### config.mk
export PLATFORM = sky130hd
export DESIGN_NAME = regfile_mp
export DESIGN_NICKNAME = d
export VERILOG_FILES = /design/src/rtl/regfile_mp_pkg.sv /design/src/rtl/regfile_rd_port.sv /design/src/rtl/regfile_mp.sv
export SDC_FILE = /design/constraint.sdc
export NUM_CORES = 2
export LEC_CHECK = 0
export BUFFER_PORTS_ARGS = -buffer_cell sky130_fd_sc_hd__clkbuf_2
export CORE_MARGIN = 3
export CORE_UTILIZATION = 40
export DETAILED_ROUTE_END_ITERATION = 8
export GPL_ROUTABILITY_DRIVEN = 0
export SETUP_SLACK_MARGIN = 0.3
export SLEW_MARGIN = 30
export SYNTH_ARGS = -nofsm -noshare
export SYNTH_HDL_FRONTEND = slang
export SYNTH_SLANG_ARGS = --single-unit
### constraint.sdc
create_clock -name clk -period 87.3 [get_ports clk]
set_clock_uncertainty 0.15 [all_clocks]
set_input_delay 21.825 -clock clk [delete_from_list [all_inputs] [get_ports clk]]
set_output_delay 21.825 -clock clk [all_outputs]
set_load 0.01 [all_outputs]
### src/rtl/regfile_mp_pkg.sv
// Shared widths, zero-register constant and flattened-bus slicing helper for regfile_mp.
`ifndef REGFILE_MP_SLICE
`define REGFILE_MP_SLICE
`define RF_SLICE(idx, w) (idx)*(w) +: (w)
`endif

package regfile_mp_pkg;
   localparam int unsigned DEF_DATA_W = 32;
   localparam int unsigned DEF_ADDR_W = 5;
   localparam int unsigned ZERO_REG   = 0;
endpackage

### src/rtl/regfile_rd_port.sv
// One registered read port with write-through bypass and busy capture.
module regfile_rd_port
   import regfile_mp_pkg::*;
#(
   parameter int unsigned DATA_W = DEF_DATA_W,
   parameter int unsigned ADDR_W = DEF_ADDR_W
) (
   input  logic              clk,
   input  logic              rst,
   input  logic [ADDR_W-1:0] addr,
   input  logic [DATA_W-1:0] stored,
   input  logic              busy_nxt,
   input  logic              we0,
   input  logic [ADDR_W-1:0] wa0,
   input  logic [DATA_W-1:0] wd0,
   input  logic              we1,
   input  logic [ADDR_W-1:0] wa1,
   input  logic [DATA_W-1:0] wd1,
   output logic [DATA_W-1:0] rd,
   output logic              rd_busy
);

   logic [DATA_W-1:0] data_c;

   // Bypass priority mirrors storage priority: port 1 over port 0 over array.
   always_comb begin
      data_c = stored;
      if (addr == ADDR_W'(ZERO_REG))
         data_c = '0;
      else if (we1 && (wa1 == addr))
         data_c = wd1;
      else if (we0 && (wa0 == addr))
         data_c = wd0;
   end

   always_ff @(posedge clk or posedge rst) begin
      if (rst) begin
         rd      <= '0;
         rd_busy <= 1'b0;
      end else begin
         rd      <= data_c;
         rd_busy <= busy_nxt;
      end
   end

endmodule

### src/rtl/regfile_mp.sv
// Multi-port register file: two prioritised write ports, NUM_RD bypassed read ports, busy scoreboard.
module regfile_mp
   import regfile_mp_pkg::*;
#(
   parameter int unsigned DATA_W = DEF_DATA_W,
   parameter int unsigned ADDR_W = DEF_ADDR_W,
   parameter int unsigned NUM_RD = 2
) (
   input  logic                     clk,
   input  logic                     rst,
   input  logic                     we0,
   input  logic [ADDR_W-1:0]        wa0,
   input  logic [DATA_W-1:0]        wd0,
   input  logic                     we1,
   input  logic [ADDR_W-1:0]        wa1,
   input  logic [DATA_W-1:0]        wd1,
   input  logic [NUM_RD*ADDR_W-1:0] ra,
   output logic [NUM_RD*DATA_W-1:0] rd,
   output logic [NUM_RD-1:0]        rd_busy,
   input  logic                     rsv_en,
   input  logic [ADDR_W-1:0]        rsv_addr,
   output logic [2**ADDR_W-1:0]     busy_vec
);

   localparam int unsigned DEPTH = 2**ADDR_W;

   logic [DATA_W-1:0] mem [DEPTH];
   logic [DEPTH-1:0]  busy_q;
   logic [DEPTH-1:0]  busy_d;
   logic              wr0_ok;
   logic              wr1_ok;

   assign wr0_ok   = we0 && (wa0 != ADDR_W'(ZERO_REG));
   assign wr1_ok   = we1 && (wa1 != ADDR_W'(ZERO_REG));
   assign busy_vec = busy_q;

   // Port 1 is written last so it wins a same-address collision.
   always_ff @(posedge clk or posedge rst) begin
      if (rst) begin
         for (int unsigned n = 0; n < DEPTH; n++)
            mem[n] <= '0;
      end else begin
         if (wr0_ok)
            mem[wa0] <= wd0;
         if (wr1_ok)
            mem[wa1] <= wd1;
      end
   end

   // A reservation outranks a same-edge writeback: it belongs to a newer instruction.
   always_comb begin
      busy_d = busy_q;
      for (int unsigned n = 1; n < DEPTH; n++) begin
         if (rsv_en && (rsv_addr == ADDR_W'(n)))
            busy_d[n] = 1'b1;
         else if ((wr0_ok && (wa0 == ADDR_W'(n))) || (wr1_ok && (wa1 == ADDR_W'(n))))
            busy_d[n] = 1'b0;
      end
      busy_d[ZERO_REG] = 1'b0;
   end

   always_ff @(posedge clk or posedge rst) begin
      if (rst)
         busy_q <= '0;
      else
         busy_q <= busy_d;
   end

   for (genvar i = 0; i < NUM_RD; i++) begin : g_rd
      logic [ADDR_W-1:0] addr;
      assign addr = ra[`RF_SLICE(i, ADDR_W)];

      regfile_rd_port #(
         .DATA_W (DATA_W),
         .ADDR_W (ADDR_W)
      ) u_rd_port (
         .clk      (clk),
         .rst      (rst),
         .addr     (addr),
         .stored   (mem[addr]),
         .busy_nxt (busy_d[addr]),
         .we0      (we0),
         .wa0      (wa0),
         .wd0      (wd0),
         .we1      (we1),
         .wa1      (wa1),
         .wd1      (wd1),
         .rd       (rd[`RF_SLICE(i, DATA_W)]),
         .rd_busy  (rd_busy[i])
      );
   end

endmodule

-- After elaboration in Yosys (flattened, before gate mapping)
Cells that the tools add are included.
- register bits after elaboration: 1121
- word-level logic and storage cells: 368
- $lt $le $gt $ge: 8
- equal/unequal tests: 97
- mux-type cells: 86
- bitwise logic cells: 4
- reductions and logical operators: 136
- operators by type and width (cell ; count):
    1024-bit bitwise mux ; 2
    1024-bit two-way mux ; 2
    32-bit two-way mux ; 12
    32-bit binary-select mux with 5-bit select ; 2
    32-bit demux with 5-bit select ; 2
    5-bit equality test (second input constant) ; 48
    5-bit by 4-bit equality test with 1-bit output (second input constant) ; 24
    1-bit logical AND ; 101
    1-bit two-way mux ; 64
    5-bit by 3-bit equality test with 1-bit output (second input constant) ; 12
    1-bit logical OR ; 31
    5-bit by 2-bit equality test with 1-bit output (second input constant) ; 6
    6-bit >= comparator (second input constant) ; 4
    5-bit inverter with 6-bit output ; 4
    5-bit equality test ; 4
    5-bit by 1-bit equality test with 1-bit output (second input constant) ; 3
    5-bit by 6-bit < comparator with 1-bit output (second input constant) ; 2
    6-bit by 1-bit < comparator with 1-bit output (second input constant) ; 2
    1-bit binary-select mux with 5-bit select ; 2
    5-bit logical NOT ; 2
    5-bit nonzero test ; 2

-- Logic depth before layout (Yosys ltp)
- word-level depth: 9
- mapped depth: 11
- gate-level depth less buffers: 7

-- Hierarchy
A second synthesis with hierarchy kept.
- cells, all modules: 6665
- area total of the unflattened synthesis: 69352.8 µm²
- by module, submodules not included (module ; times used ; cells an instance ; area an instance (µm²) ; seq. area each (µm²)):
    regfile_mp ; 1 ; 6245 ; 65016.1 ; 26400.3
    regfile_rd_port ; 2 ; 210 ; 2168.3 ; 825.8

-- Least setup slack after synthesis
OpenSTA, ideal clock, no wires.
- path type: in2reg
- start: input ra[6]
- end: register g_rd[1].u_rd_port.rd[15]
- setup time: 0.123 ns
- data arrival time: 23.601 ns
- data required time: 87.027 ns
- slack: 63.426 ns
- cell stages on the path: 7
- buffers on the path: 3
- path through: clkbuf_1 > clkbuf_1 > buf_1 > mux4_2 > mux4_2 > o22ai_1 > o21ai_1
- cells in the longest elaborated chain, start to end: 7
- ends and longest elaborated chain (element ; RTL line ; source):
    from (decl) ; regfile_mp.sv:17 ; input logic [NUM_RD*ADDR_W-1:0] ra,
    5-bit inverter with 6-bit output (not written as such) ; regfile_mp.sv:80 ; .stored (mem[addr]),
    32-bit binary-select mux with 5-bit select ; regfile_mp.sv:80 ;
    32-bit two-way mux (not written as such) (2 in series) ; regfile_mp.sv:80 ;
    32-bit two-way mux ; regfile_rd_port.sv:32 ; else if (we0 && (wa0 == addr))
    32-bit two-way mux ; regfile_rd_port.sv:30 ; else if (we1 && (wa1 == addr))
    32-bit two-way mux (*) ; regfile_rd_port.sv:28 ; if (addr == ADDR_W'(ZERO_REG))
    via g_rd[1].u_rd_port.data_c[15] ; regfile_rd_port.sv:23 ; logic [DATA_W-1:0] data_c;
    to (signal assigned) ; regfile_rd_port.sv:41 ; rd <= data_c;
    to (decl) ; regfile_rd_port.sv:19 ; output logic [DATA_W-1:0] rd,
Mark *: on every way through the listed nets, which the timed path passes. The rest lies on a longest branch. The select of a mux whose other input is x is not followed.

-- Worst setup path after layout
- start: input ra[6]
- end: register g_rd[1].u_rd_port.rd[20]
Same word-level chain as after synthesis.

==> qor.yml <==
status:
  status: "completed"
global_route:
  antenna_found_initial: 34
  grt_overflow: 0
  grt_usage_pct: 30.4
  grt_first_pass_wirelength_um: 384000
  grt_pass1_vias: 52000
  grt_start_max_net_pins: 103
floorplan:
  io_pins: 192
  std_cell_rows: 150
  dieHeight_um: 417
  core_area_um2: 168000
  start_util_pct: 40.4
  die-area_um2: 174000
  die_x_um: 417
routing:
  drcViolationCount: 0
  viasPerCell: 6.47
  routed_wl_um: 267000
  dr.pass1.iters: 6
  num_vias: 52400
  drt-initial-drc-count: 6774
  wl_per_cell_um: 33.0
  ant_nets: 0
clocking:
  post_cts_buffers: 0
  cts-root-buf: "clkbuf_16"
  cts_resized: 0
  cts_sinks: 1121
  clk_pin_slew_ns: 0.06
  cts_inserted_buffers: 121
  cts_buffer_depth: 3
  worst_skew_pair.late_latency_ns: 0.78
  tritoncts: "built"
  htreeDepth: 3
  ctsHoldBuffers: 0
power:
  total_power_mw: 1.75
  cellLeakagePower_nw: 34.7
  power_density_nw_per_um2: 23.6
  ir_drop_v: 0.0000182
synthesis:
  async_flop_share_pct: 100
  syn_nets: 6192
  ys_warn_count: 0
  ys_types: 52
  netlist_area_um2: 67700
  seq_area_frac_synth_pct: 41.4
  synth_area_per_cell_um2: 11.1
  syn_inst: 6098
  ys_seq_elements: 1121
  ys.flop_type: "dfrtp_1"
  synth_edf_count: 0
layout:
  final_cell_mix: "1,121 x dfrtp_1, 998 x mux2i_1, 645 x nor2_1, 640 x mux4_2, 633 x a21oi_1"
  stdcell_count: 8094
  post-route-util_pct: 44.2
  layout_commonest_cell: "dfrtp_1"
  nNetsFinal: 5849
  drive_gt1_share_pct: 21.3
  syn2layout_area_growth_pct: 9.57
timing:
  hold_viol_final: 0
  finalSetupViolCount: 0
  max_freq_mhz: 39.2
  period_share_pct: 29.2
  finalCriticalPeriod_ns: 25.52
  rsz0062_at_grt: "false"
  max_slew_margin_pct: 28.3
  worst_pin_slew_ns: 1.08
  slew_viol_final: 0
  tns_ns: 0
worst_setup_path:
  start_kind: "primary input"
  end_kind: "flop"
  worst_ep_required_time_ns: 87.79
  arrival_ns: 26.00
  crit_type: "primary input to flop"
  cp_max_fo: 60
placed_design:
  io_buffers: 190
  dp.final_hpwl_um: 149000
  dp_cells: 7831
flow_run:
  drv_cap: 0
hold_path:
  min_path_type: "flop to flop"
-- cell families after synthesis --
logic type	after synthesis	synth area share, %
DFF	1121	41.4
buffers and inverters	797	5.03
muxes	1638	36.0
other	1	0.00554
AOI/OAI and AO/OA	1257	9.73
and+or+nand+nor	1264	7.53
xor gates and xnor gates	20	0.259
-- layer usage --
metal / up-vias / global-route usage [%] / part of all wire, %
met3: 1078 / 7.51 / 9.6
met4: 16 / 23.5 / 8.9
met1: 26400 / 36.0 / 35
met2: 3214 / 47.5 / 46
li1: 21600 / - / -
met5: - / 0 / 0.061
-- registers in the layout (all words and copies together) (netlist names) --
register and cells:
mem 1024, busy_vec 31, g_rd.u_rd_port.rd_busy 2, g_rd.u_rd_port.rd 64
-- cells in the mapped netlist (all sizes together), types with 2 or more instances --
cell type	n	area, µm²
clkbuf	522	1990
a32o	12	120
mux4	640	14400
mux2i	998	9990
a221oi	8	70.1
a21oi	633	3170
nor4bb	3	30.0
and3	2	12.5
nand3b	10	75.1
nor3b	2	20.0
o311ai	2	17.5
nor2	663	2490
o21ai	497	2490
a22o	3	26.3
nor4b	2	30.0
a32oi	15	131
buf	259	1350
and2	5	31.3
nor2b	11	68.8
o221ai	2	17.5
and4bb	2	25.0
nor4	4	25.0
a41oi	2	17.5
a21o	2	15.0
and4b	6	60.1
nand2b	9	56.3
a311oi	2	17.5
a2bb2oi	2	17.5
a31oi	6	37.5
and4	2	17.5
nand3	78	390
inv	16	60.1
xnor2	4	35.0
xor2	16	140
nand2	459	1720
o22ai	70	438
nor3	2	15.0
dfrtp	1121	28100
-- layout make-up --
type	instances	area (µm²)
diodes	26	65.1
clock buffers	174	3520
clock inverters	58	628
fillers	15400	93600
inverters	16	67.6
multi-input cells	4180	36900
flip-flops and latches	1121	28100
well taps	2204	2760
repair buffers	315	2270
-- worst max-delay path: stages --
cell and delay (ns):
buf_8 0.46, buf_4 0.75, buf_4 0.80, buf_4 0.77
mux4_2 0.42, mux4_2 0.50, o22ai_1 0.17, o21ai_1 0.10
-- power breakdown --
group	switching, mW	internal [mW]
logic	0.189	0.240
registers	0.118	0.656
clock network	0.234	0.313
-- final timing paths --
kind / start / endpoint / slack, ns / depth (start not counted)
max in group asynchronous: rst / mem[332] / 62.06 / 7
hold reg to reg: mem[1005] / mem[1005] / 0.24 / 0
setup reg to reg: mem[118] / g_rd[0].u_rd_port.rd[22] / 85.19 / 4
setup / recovery: ra[6] / g_rd[1].u_rd_port.rd[20] / 61.78 / 8
min in group asynchronous: rst / mem[486] / 21.07 / 2
hold / removal: mem[1005] / mem[1005] / 0.24 / 0
-- stage by stage --
step	area [µm²]	hold slack, ns	worst slack, ns
after global placement	69600	0.227	60.18
after detailed placement	69800	0.233	60.67
after CTS	74000	0.247	61.49
after floorplan	67700	0.291	33.76
after global routing	74200	0.260	61.54
final	74200	0.242	61.78
Power figures use the tool's default switching activity.
